<file path="src/rtl/instruction_fetch_unit.sv">
// ----------------------------------------------------------------------------
// instruction_fetch_unit
//
// Fetch sequencer for the multi-cycle MIPS datapath. On a request from the
// main control FSM it reads one word from instruction memory over a
// req/ready handshake. On success it captures the word and pulses IRWrite.
// Misaligned PCs, bus errors and timeouts are reported as faults instead.
//
// Parameters
//   TIMEOUT_CYCLES    max WAIT cycles without mem_ready (legal 2..255)
//
// Ports
//   clk               system clock, rising edge
//   reset             asynchronous active-low reset
//   fetch_start       fetch request, sampled only in IDLE
//   pc[31:0]          fetch address, sampled with fetch_start
//   mem_req           read request to instruction memory
//   mem_addr[31:0]    latched fetch address
//   mem_ready         read data valid (only looked at in WAIT)
//   mem_rdata[31:0]   read data
//   mem_err           bus error (only looked at in WAIT, beats mem_ready)
//   IRWrite           one-cycle instruction register load strobe
//   instruction_next  captured instruction word (cleared to NOP on a fault)
//   fetch_done        one-cycle pulse, coincident with IRWrite
//   fetch_fault       one-cycle fault pulse
//   fault_cause[1:0]  01 misaligned, 10 bus error, 11 timeout; sticky
//   busy              high in every state except IDLE
// ----------------------------------------------------------------------------
module instruction_fetch_unit #(
    parameter int unsigned TIMEOUT_CYCLES = 16
) (
    input  logic        clk,
    input  logic        reset,
    input  logic        fetch_start,
    input  logic [31:0] pc,
    output logic        mem_req,
    output logic [31:0] mem_addr,
    input  logic        mem_ready,
    input  logic [31:0] mem_rdata,
    input  logic        mem_err,
    output logic        IRWrite,
    output logic [31:0] instruction_next,
    output logic        fetch_done,
    output logic        fetch_fault,
    output logic [1:0]  fault_cause,
    output logic        busy
);

    localparam int unsigned CntW = 8;
    // Counter value seen in the last permitted WAIT cycle.
    localparam logic [CntW-1:0] CntLast = CntW'(TIMEOUT_CYCLES - 1);

    localparam logic [1:0] CauseMisaligned = 2'b01;
    localparam logic [1:0] CauseBusErr     = 2'b10;
    localparam logic [1:0] CauseTimeout    = 2'b11;

    if (TIMEOUT_CYCLES < 2 || TIMEOUT_CYCLES > 255) begin : g_bad_timeout
        $error("TIMEOUT_CYCLES must be in 2..255");
    end

    typedef enum logic [1:0] {
        StIdle  = 2'b00,
        StWait  = 2'b01,
        StLoad  = 2'b10,
        StFault = 2'b11
    } state_e;

    state_e          state_q, state_d;
    logic [31:0]     mem_addr_q, mem_addr_d;
    logic [31:0]     instr_q, instr_d;
    logic [1:0]      cause_q, cause_d;
    logic [CntW-1:0] cnt_q, cnt_d;

    // ------------------------------------------------------------------
    // State and datapath registers
    // ------------------------------------------------------------------
    always_ff @(posedge clk or negedge reset) begin
        if (!reset) begin
            state_q    <= StIdle;
            mem_addr_q <= 32'h0;
            instr_q    <= 32'h0;
            cause_q    <= 2'b00;
            cnt_q      <= '0;
        end else begin
            state_q    <= state_d;
            mem_addr_q <= mem_addr_d;
            instr_q    <= instr_d;
            cause_q    <= cause_d;
            cnt_q      <= cnt_d;
        end
    end

    // ------------------------------------------------------------------
    // Next-state and datapath updates
    // ------------------------------------------------------------------
    always_comb begin
        state_d    = state_q;
        mem_addr_d = mem_addr_q;
        instr_d    = instr_q;
        cause_d    = cause_q;
        cnt_d      = cnt_q;

        unique case (state_q)
            StIdle: begin
                if (fetch_start) begin
                    if (pc[1:0] == 2'b00) begin
                        state_d    = StWait;
                        mem_addr_d = pc;
                        cnt_d      = '0;
                    end else begin
                        // No memory request for a misaligned address.
                        state_d = StFault;
                        cause_d = CauseMisaligned;
                        instr_d = 32'h0;
                    end
                end
            end

            StWait: begin
                cnt_d = cnt_q + 1'b1;
                if (mem_err) begin
                    state_d = StFault;
                    cause_d = CauseBusErr;
                    instr_d = 32'h0;
                end else if (mem_ready) begin
                    // A response in the final cycle still beats the timeout.
                    state_d = StLoad;
                    instr_d = mem_rdata;
                end else if (cnt_q == CntLast) begin
                    state_d = StFault;
                    cause_d = CauseTimeout;
                    instr_d = 32'h0;
                end
            end

            StLoad: begin
                state_d = StIdle;
            end

            StFault: begin
                state_d = StIdle;
            end

            default: begin
                state_d = StIdle;
            end
        endcase
    end

    // ------------------------------------------------------------------
    // Outputs: decoded from state registers only, no input-to-output path
    // ------------------------------------------------------------------
    always_comb begin
        mem_req     = 1'b0;
        IRWrite     = 1'b0;
        fetch_done  = 1'b0;
        fetch_fault = 1'b0;
        busy        = 1'b0;

        unique case (state_q)
            StIdle: begin
            end
            StWait: begin
                mem_req = 1'b1;
                busy    = 1'b1;
            end
            StLoad: begin
                IRWrite    = 1'b1;
                fetch_done = 1'b1;
                busy       = 1'b1;
            end
            StFault: begin
                fetch_fault = 1'b1;
                busy        = 1'b1;
            end
            default: begin
            end
        endcase
    end

    assign mem_addr         = mem_addr_q;
    assign instruction_next = instr_q;
    assign fault_cause      = cause_q;

endmodule

</file>
<file path="config.mk">
export PLATFORM = sky130hd
export DESIGN_NAME = instruction_fetch_unit
export DESIGN_NICKNAME = d
export VERILOG_FILES = /design/src/rtl/instruction_fetch_unit.sv
export SDC_FILE = /design/constraint.sdc
export NUM_CORES = 1
export LEC_CHECK = 0
export ABC_AREA = 1
export CORE_UTILIZATION = 41
export CTS_CLUSTER_DIAMETER = 100
export DETAILED_ROUTE_END_ITERATION = 12
export GPL_ROUTABILITY_DRIVEN = 0
export PLACE_DENSITY_LB_ADDON = 0.3
export SLEW_MARGIN = 25
export SYNTH_ARGS = -nofsm -noshare
export SYNTH_HDL_FRONTEND = slang
export SYNTH_SLANG_ARGS = --single-unit
</file>
<file path="constraint.sdc">
create_clock -name clk -period 2.04 [get_ports clk]
set_clock_uncertainty 0.1 [all_clocks]
set_input_delay 0.408 -clock clk [delete_from_list [all_inputs] [get_ports clk]]
set_output_delay 0.408 -clock clk [all_outputs]
set_load 0.05 [all_outputs]
</file>
==> results.py <==
metrics = {
    "yosys": {
        "synth_compound_area_frac": 0.0178,
        "synth-simple-area-share": 0.308,
        "synthAdderAreaFrac": 0.00405,
        "synth_area_leader_cell": "dfrtp_1",
        "ys_warn_count": 0,
        "synthTopCellsByArea": "dfrtp_1 (62%), nand2_1 (26%), nand3_1 (1.9%)",
        "syn_nets": 429,
        "synth_xor_area_frac": 0,
        "seq_area_frac_synth": 0.616,
        "synth.mux.area_fraction": 0,
        "avgSynthCellArea_um2": 8.60,
        "syn_area_um2": 3090,
        "synth_cells": 359,
        "synth_cell_type_count": 17,
        "yosys_register_bits": 76,
        "synth.top_cell.area_share": 0.616,
        "synth_top_family_by_area": "simple AND/OR/NAND/NOR gates",
    },
    "detailed_routing": {
        "wirelength_um": 7730,
        "drcViolationCount": 0,
        "dr_total_vias": 2764,
        "via_per_inst": 4.56,
        "wl_per_cell_um": 12.8,
        "ant_nets": 0,
        "first_iter_violations": 125,
        "drtPass1Iterations": 4,
    },
    "setup_path": {
        "critPathRequiredTime_ns": 1.53,
        "path_class": "reg -> out",
        "r2r_end": "instruction_next[3]$_DFFE_PN0P_",
        "reg2reg_setup_slack_ns": 0.25,
        "rr_startpoint": "state_q[1]$_DFFE_PN0P_",
        "worst-path-buf-inv": 1,
        "endpoint_kind": "primary output",
        "startpoint_type": "register",
        "crit_arrival_ns": 1.50,
        "crit_slowest_cell": "clkdlybuf4s50_1",
        "path_cells": "clkdlybuf4s50_1",
        "max_stage_delay_ns": 0.81,
        "crit_family": "buffers and inverters",
        "r2r_cells": 8,
        "crit_fanout": 2,
    },
    "hold_path": {
        "min_path_type": "reg -> reg",
        "hp-start": "instruction_next[16]$_DFFE_PN0P_",
        "hold_depth": 2,
        "worstHoldEndpoint": "instruction_next[16]$_DFFE_PN0P_",
    },
    "finish": {
        "area_growth_pct": 56.5,
        "finalNetCount": 572,
        "layout-drive-gt1-share": 0.0809,
        "stdcell_count": 606,
        "fillerInstances": 598,
        "diodes": 0,
    },
    "timing": {
        "setup_tns_ns": 0,
        "max_freq_mhz": 498,
        "setup_viol": 0,
        "drv_slew": 0,
        "fin_crit_sh": 0.985,
        "period_needed_ns": 2.01,
        "slew_headroom": 0.640,
        "tightest_slew_ns": 0.539,
        "timing.final.ws_setup_ns": 0.0303,
        "hold_viol_final": 0,
        "fin_hold_ws_ns": 0.369,
    },
    "placed_design": {
        "dp_slack_ns": 0.0151,
        "dp.cells": 589,
        "port_buffers": 139,
        "hpwl_um": 5470,
    },
    "clock_tree": {
        "clk_pin_slew_ns": 0.07,
        "cts_tree": "done",
        "htree_levels": 3,
        "cts_inserted_buffers": 9,
        "cts.sinks": 76,
        "clockBufferDepth": 2,
        "clock_latency_ns": 0.33,
        "cts-root-buf": "clkbuf_8",
        "post_cts_buffers": 0,
    },
    "global_routing": {
        "grt_antenna_before_repair": 0,
        "grt.met1_usage": 0.241,
        "grt.overflow.total": 0,
        "grt_pass1_wl_um": 12200,
        "grt_max_degree": 42,
        "grt.busiest_layer": "met2",
        "gr-usage-met3": 0.0308,
        "grtUsageMet2": 0.366,
        "grt.total_usage": 0.203,
        "grt_pass1_vias": 2652,
    },
    "power": {
        "netSwitchingFraction": 0.485,
        "power_density_nw_per_um2": 1570,
        "combinationalPowerShare": 0.543,
        "power.leakage_uw": 0.00293,
        "netSwitchingPower_uw": 3670,
        "ir_worst_vdd_v": 0.000905,
        "seqPwrFrac": 0.317,
        "p_clk_frac": 0.140,
        "intPower_uw": 3900,
    },
    "floorplan": {
        "core-area_um2": 7250,
        "die_w_um": 88.8,
        "start_util": 0.426,
        "die_h_um": 88.8,
        "row_count": 31,
        "dieArea_um2": 7880,
        "io_pins": 140,
    },
    "flow_run": {
        "drv_cap": 0,
    },
    "outcome": {
        "run_status": "finished, final reports clean",
    },
}
worst max-delay path by stage:
stage | start | to | slack [ns] | cells past startpoint
final | instruction_next[9]$_DFFE_PN0P_ | instruction_next[9] | 0.03 | 1
after global routing | mem_addr[16]$_DFFE_PN0P_ | mem_addr[16] | -0.003 | 1
after CTS | mem_addr[14]$_DFFE_PN0P_ | mem_addr[14] | 0.001 | 1
after detailed placement | fetch_start | instruction_next[3]$_DFFE_PN0P_ | 0.02 | 8
after global placement | fetch_start | instruction_next[21]$_DFFE_PN0P_ | 0.12 | 8
after floorplan | state_q[0]$_DFFE_PN0P_ | fetch_done | 0.10 | 2
placed cells by master, fill, tap and decap left out, types with 7 or more instances in the layout:
cell / n
nor2_1: 13
nand2_1: 210
clkbuf_8: 12
buf_4: 19
o21ai_0: 7
nand3_1: 12
clkdlybuf4s50_1: 90
dlymetal6s2s_1: 32
inv_1: 16
dfrtp_1: 76
metrics by stage:
stage               power, µW  area [µm²]  utilization
floorplan                5160        3090            -
global placement         6510        4560        0.629
detailed placement       6580        4560        0.629
CTS                      7660        4750        0.655
global route             7970        4830        0.666
finish                   7570        4830        0.666
flip-flops by register name (all words and copies together) (netlist names):
register and count:
cnt_q 8, fault_cause 2, instruction_next 32, mem_addr 32, state_q 2
kinds of logic after synthesis:
family	after synthesis
AND/OR/NAND/NOR	240
flip-flops	76
buffers and inverters	31
AO/OA/AOI/OAI	11
adder cells (fa/ha/maj)	1
cells in the mapped netlist:
cell,instances
nand3_1,12
nor2_2,1
clkbuf_1,2
inv_1,16
buf_2,6
o21ai_0,7
a21oi_1,4
nor3_4,1
buf_6,4
nor2_1,13
nand2_4,1
ha_1,1
buf_4,3
nor2_4,1
nand2_1,210
nand3_2,1
dfrtp_1,76
layout make-up:
type	count	area, µm²	area share
inverters	16	60.1	0.0124
flip-flops and latches	76	1900	0.394
multi-input cells	252	1020	0.211
clock buffers	15	176	0.0365
repair buffers	147	1540	0.319
well taps	99	124	0.0256
clock inverters	1	5.00	0.00104
repair_timing:
action,in CTS,in global routing
hold buffers,1,0
gates resized for setup,1,32
hold endpoints to repair,35,0
setup endpoints to repair,1,32
power groups by stage:
stage          clock network [µW]  logic, µW  registers, µW
2_1_floorplan                   0       1120           4050
3_3_place_gp                    0       4100           2400
3_5_place_dp                    0       4170           2410
4_1_cts                      1080       4170           2400
5_1_grt                      1140       4370           2460
6_report                     1060       4110           2400
per-layer routing:
layer / part of all wire / vias to the layer above / routed length (µm)
met5: 0 / - / 0
met4: 0.021 / 0 / 161
met3: 0.032 / 15 / 248
met2: 0.54 / 59 / 4150
met1: 0.41 / 1319 / 3160
li1: - / 1371 / -
(Power assumes the default switching activity.)
==> patch (same flow settings) <==
Make the reset (`reset`) synchronous in one clocked block. Comments in the files are not updated.
--- a/src/rtl/instruction_fetch_unit.sv
+++ b/src/rtl/instruction_fetch_unit.sv
@@ -74,7 +74,7 @@
     // ------------------------------------------------------------------
     // State and datapath registers
     // ------------------------------------------------------------------
-    always_ff @(posedge clk or negedge reset) begin
+    always_ff @(posedge clk) begin
         if (!reset) begin
             state_q    <= StIdle;
             mem_addr_q <= 32'h0;
Behaviour: differs if reset is asserted again (counterexample within 4 cycles, from zero or initial values and one cycle with reset low); with reset held inactive, the same outputs for 10 cycles.
==> patch against the unedited design <==
Worst setup slack better by 0.0033 ns. Register-to-register slack worse by 0.04 ns. Area after synthesis is 6.0% higher. Non-clock buffer count is 4 higher. Sequential cell count stayed put. Routed wire length is 10% higher. Largest cell class is now non-clock buffers. Via count is 21% higher. Highest routed layer unchanged. Design area is 3.9% higher.
Power is not compared: it rests on default switching activity, and its combinational part moved more than twofold at a synthesized area within 25%.
==> patch: results (changes against the unedited design) <==
- First-pass detailed-route iteration total: 4 (unchanged)
- Worst skew pair latency: 0.34 ns
- Worst Hold Class: reg -> reg (unchanged)
- Synth cell count leaders: 147 x nand2_1, 96 x nor2_1, 76 x dfxtp_1 (was 210 x nand2_1, 76 x dfrtp_1, 16 x inv_1)
- Routed vias: 3,337 (was 2,764)
- Syn Area/Cell: 6.64 µm² (was 8.60 µm²)
- RR Startpoint: cnt_q[0] (was state_q[1])
- Pin count of the biggest net entering global routing: 36 (was 42)
- Post-synthesis sequential area ratio: 0.465 (was 0.616)
- Post-DP HPWL: 6070 µm (was 5470 µm)
- Cell Area, Placed: 4780 µm² (was 4560 µm²)
- Pwr dens: 775 nW/µm²
- Global-route wire length before repair: 14,100 µm (was 12,200 µm)
- Syn Nets: 563 (was 429)
- Mux cell area share after synthesis: 0 (unchanged)
- Hold path start: mem_addr[0] (was instruction_next[16])
- Clk buf depth: 2 (unchanged)
- Synth Area in Adders: 0.00382 (was 0.00405)
- CP delay by family, top: buffers and inverters (unchanged)
- Worst-path clk slew: 0.08 ns
- Nets@finish: 701 (was 572)
- Post-CTS Hold Buffers: 0 (was 1)
- WP data arrival: 1.50 ns (about the same)
- Seq pwr share: 0.425
- Vias in the first global route: 3,191 (was 2,652)
- Slew margin rel.: 0.640 (about the same)
- Static leakage: 2.62 nW
- Gr usage total: 0.211 (was 0.203)
- Critical path origin: mem_addr[29] (was instruction_next[9])
- Status: complete, no violations (unchanged)
- Final Cycle Share: 0.984 (was 0.985)
- Post-cts resize count: 2 (was 1)
- ANT cells: 0 (unchanged)
- Post-synth ARST share: 0 (was 1.00)
- Worst R2R Path Depth: 9 (was 8)
- NetSw: around 1.4 mW
- Antenna violations before repair: 0 (unchanged)
- CP max FO: 2 (unchanged)
- Setup WS pre-CTS: 0.138 ns (was 0.0151 ns)
- Pint: 2.52 mW
- Routed wire length: 8520 µm (was 7730 µm)
- Final std cells w/o fill: 738 (was 606)
- TritonCTS Buffers: 9 (unchanged)
- Yosys cell types: 22 (was 17)
- Compound-Gate Fraction of Synth Area: 0.0830 (was 0.0178)
- Root Buffer: clkbuf_8 (unchanged)
- Filler Cell Count: 684 (was 598)
- I/O Buffers: 139 (unchanged)
- DRT iter0 DRCs: 167 (was 125)
- Placed Cells: 722 (was 589)
- Fin Hold WS: 0.327 ns (was 0.369 ns)
- Clock share of power: 0.264
- Share of post-route cells with drive strength above 1: 0.0786 (was 0.0809)
- Worst vdd ir: 0.000353 V
- Reg2Reg Setup Slack: 0.21 ns (was 0.25 ns)
- Ranking of synthesized cells by area: dfxtp_1 46%, nand2_1 17%, nor2_1 11% (was dfrtp_1 62%, nand2_1 26%, nand3_1 1.9%)
patch: kinds of logic after synthesis:
kind of cell             count (synthesis)
AND/OR/NAND/NOR                        270
buffers and inverters                   92
flip-flops                              76
AO/OA/AOI/OAI                           54
adder cells (fa/ha/maj)                  1
patch: path summary, 6_finish.rpt:
path / endpoint
min: mem_addr[0]
max reg2reg: instruction_next[5]
min reg2reg: mem_addr[0]
max: mem_addr[29]
patch: per-layer routing:
metal	routed length, µm	vias up	global-route usage
met3	816	10	0.0829
met5	0	-	0
li1	-	1753	-
met2	3980	119	0.355
met1	3630	1455	0.240
met4	94	0	0.0767
patch: cell type report:
cell class	instances	area share
timing repair buffer	151	0.313
sequential	76	0.303
multi-input combinational	325	0.271
tap	102	0.0254
inverter	68	0.0514
clock inverter	6	0.00798
clock buffer	10	0.0274
patch: tightest hold or removal path: cells and delay by family (launching register included):
family                 cells  cell delay (ns)
buffers and inverters      1             0.05
DFF                        1             0.31
and+or+nand+nor            1             0.03
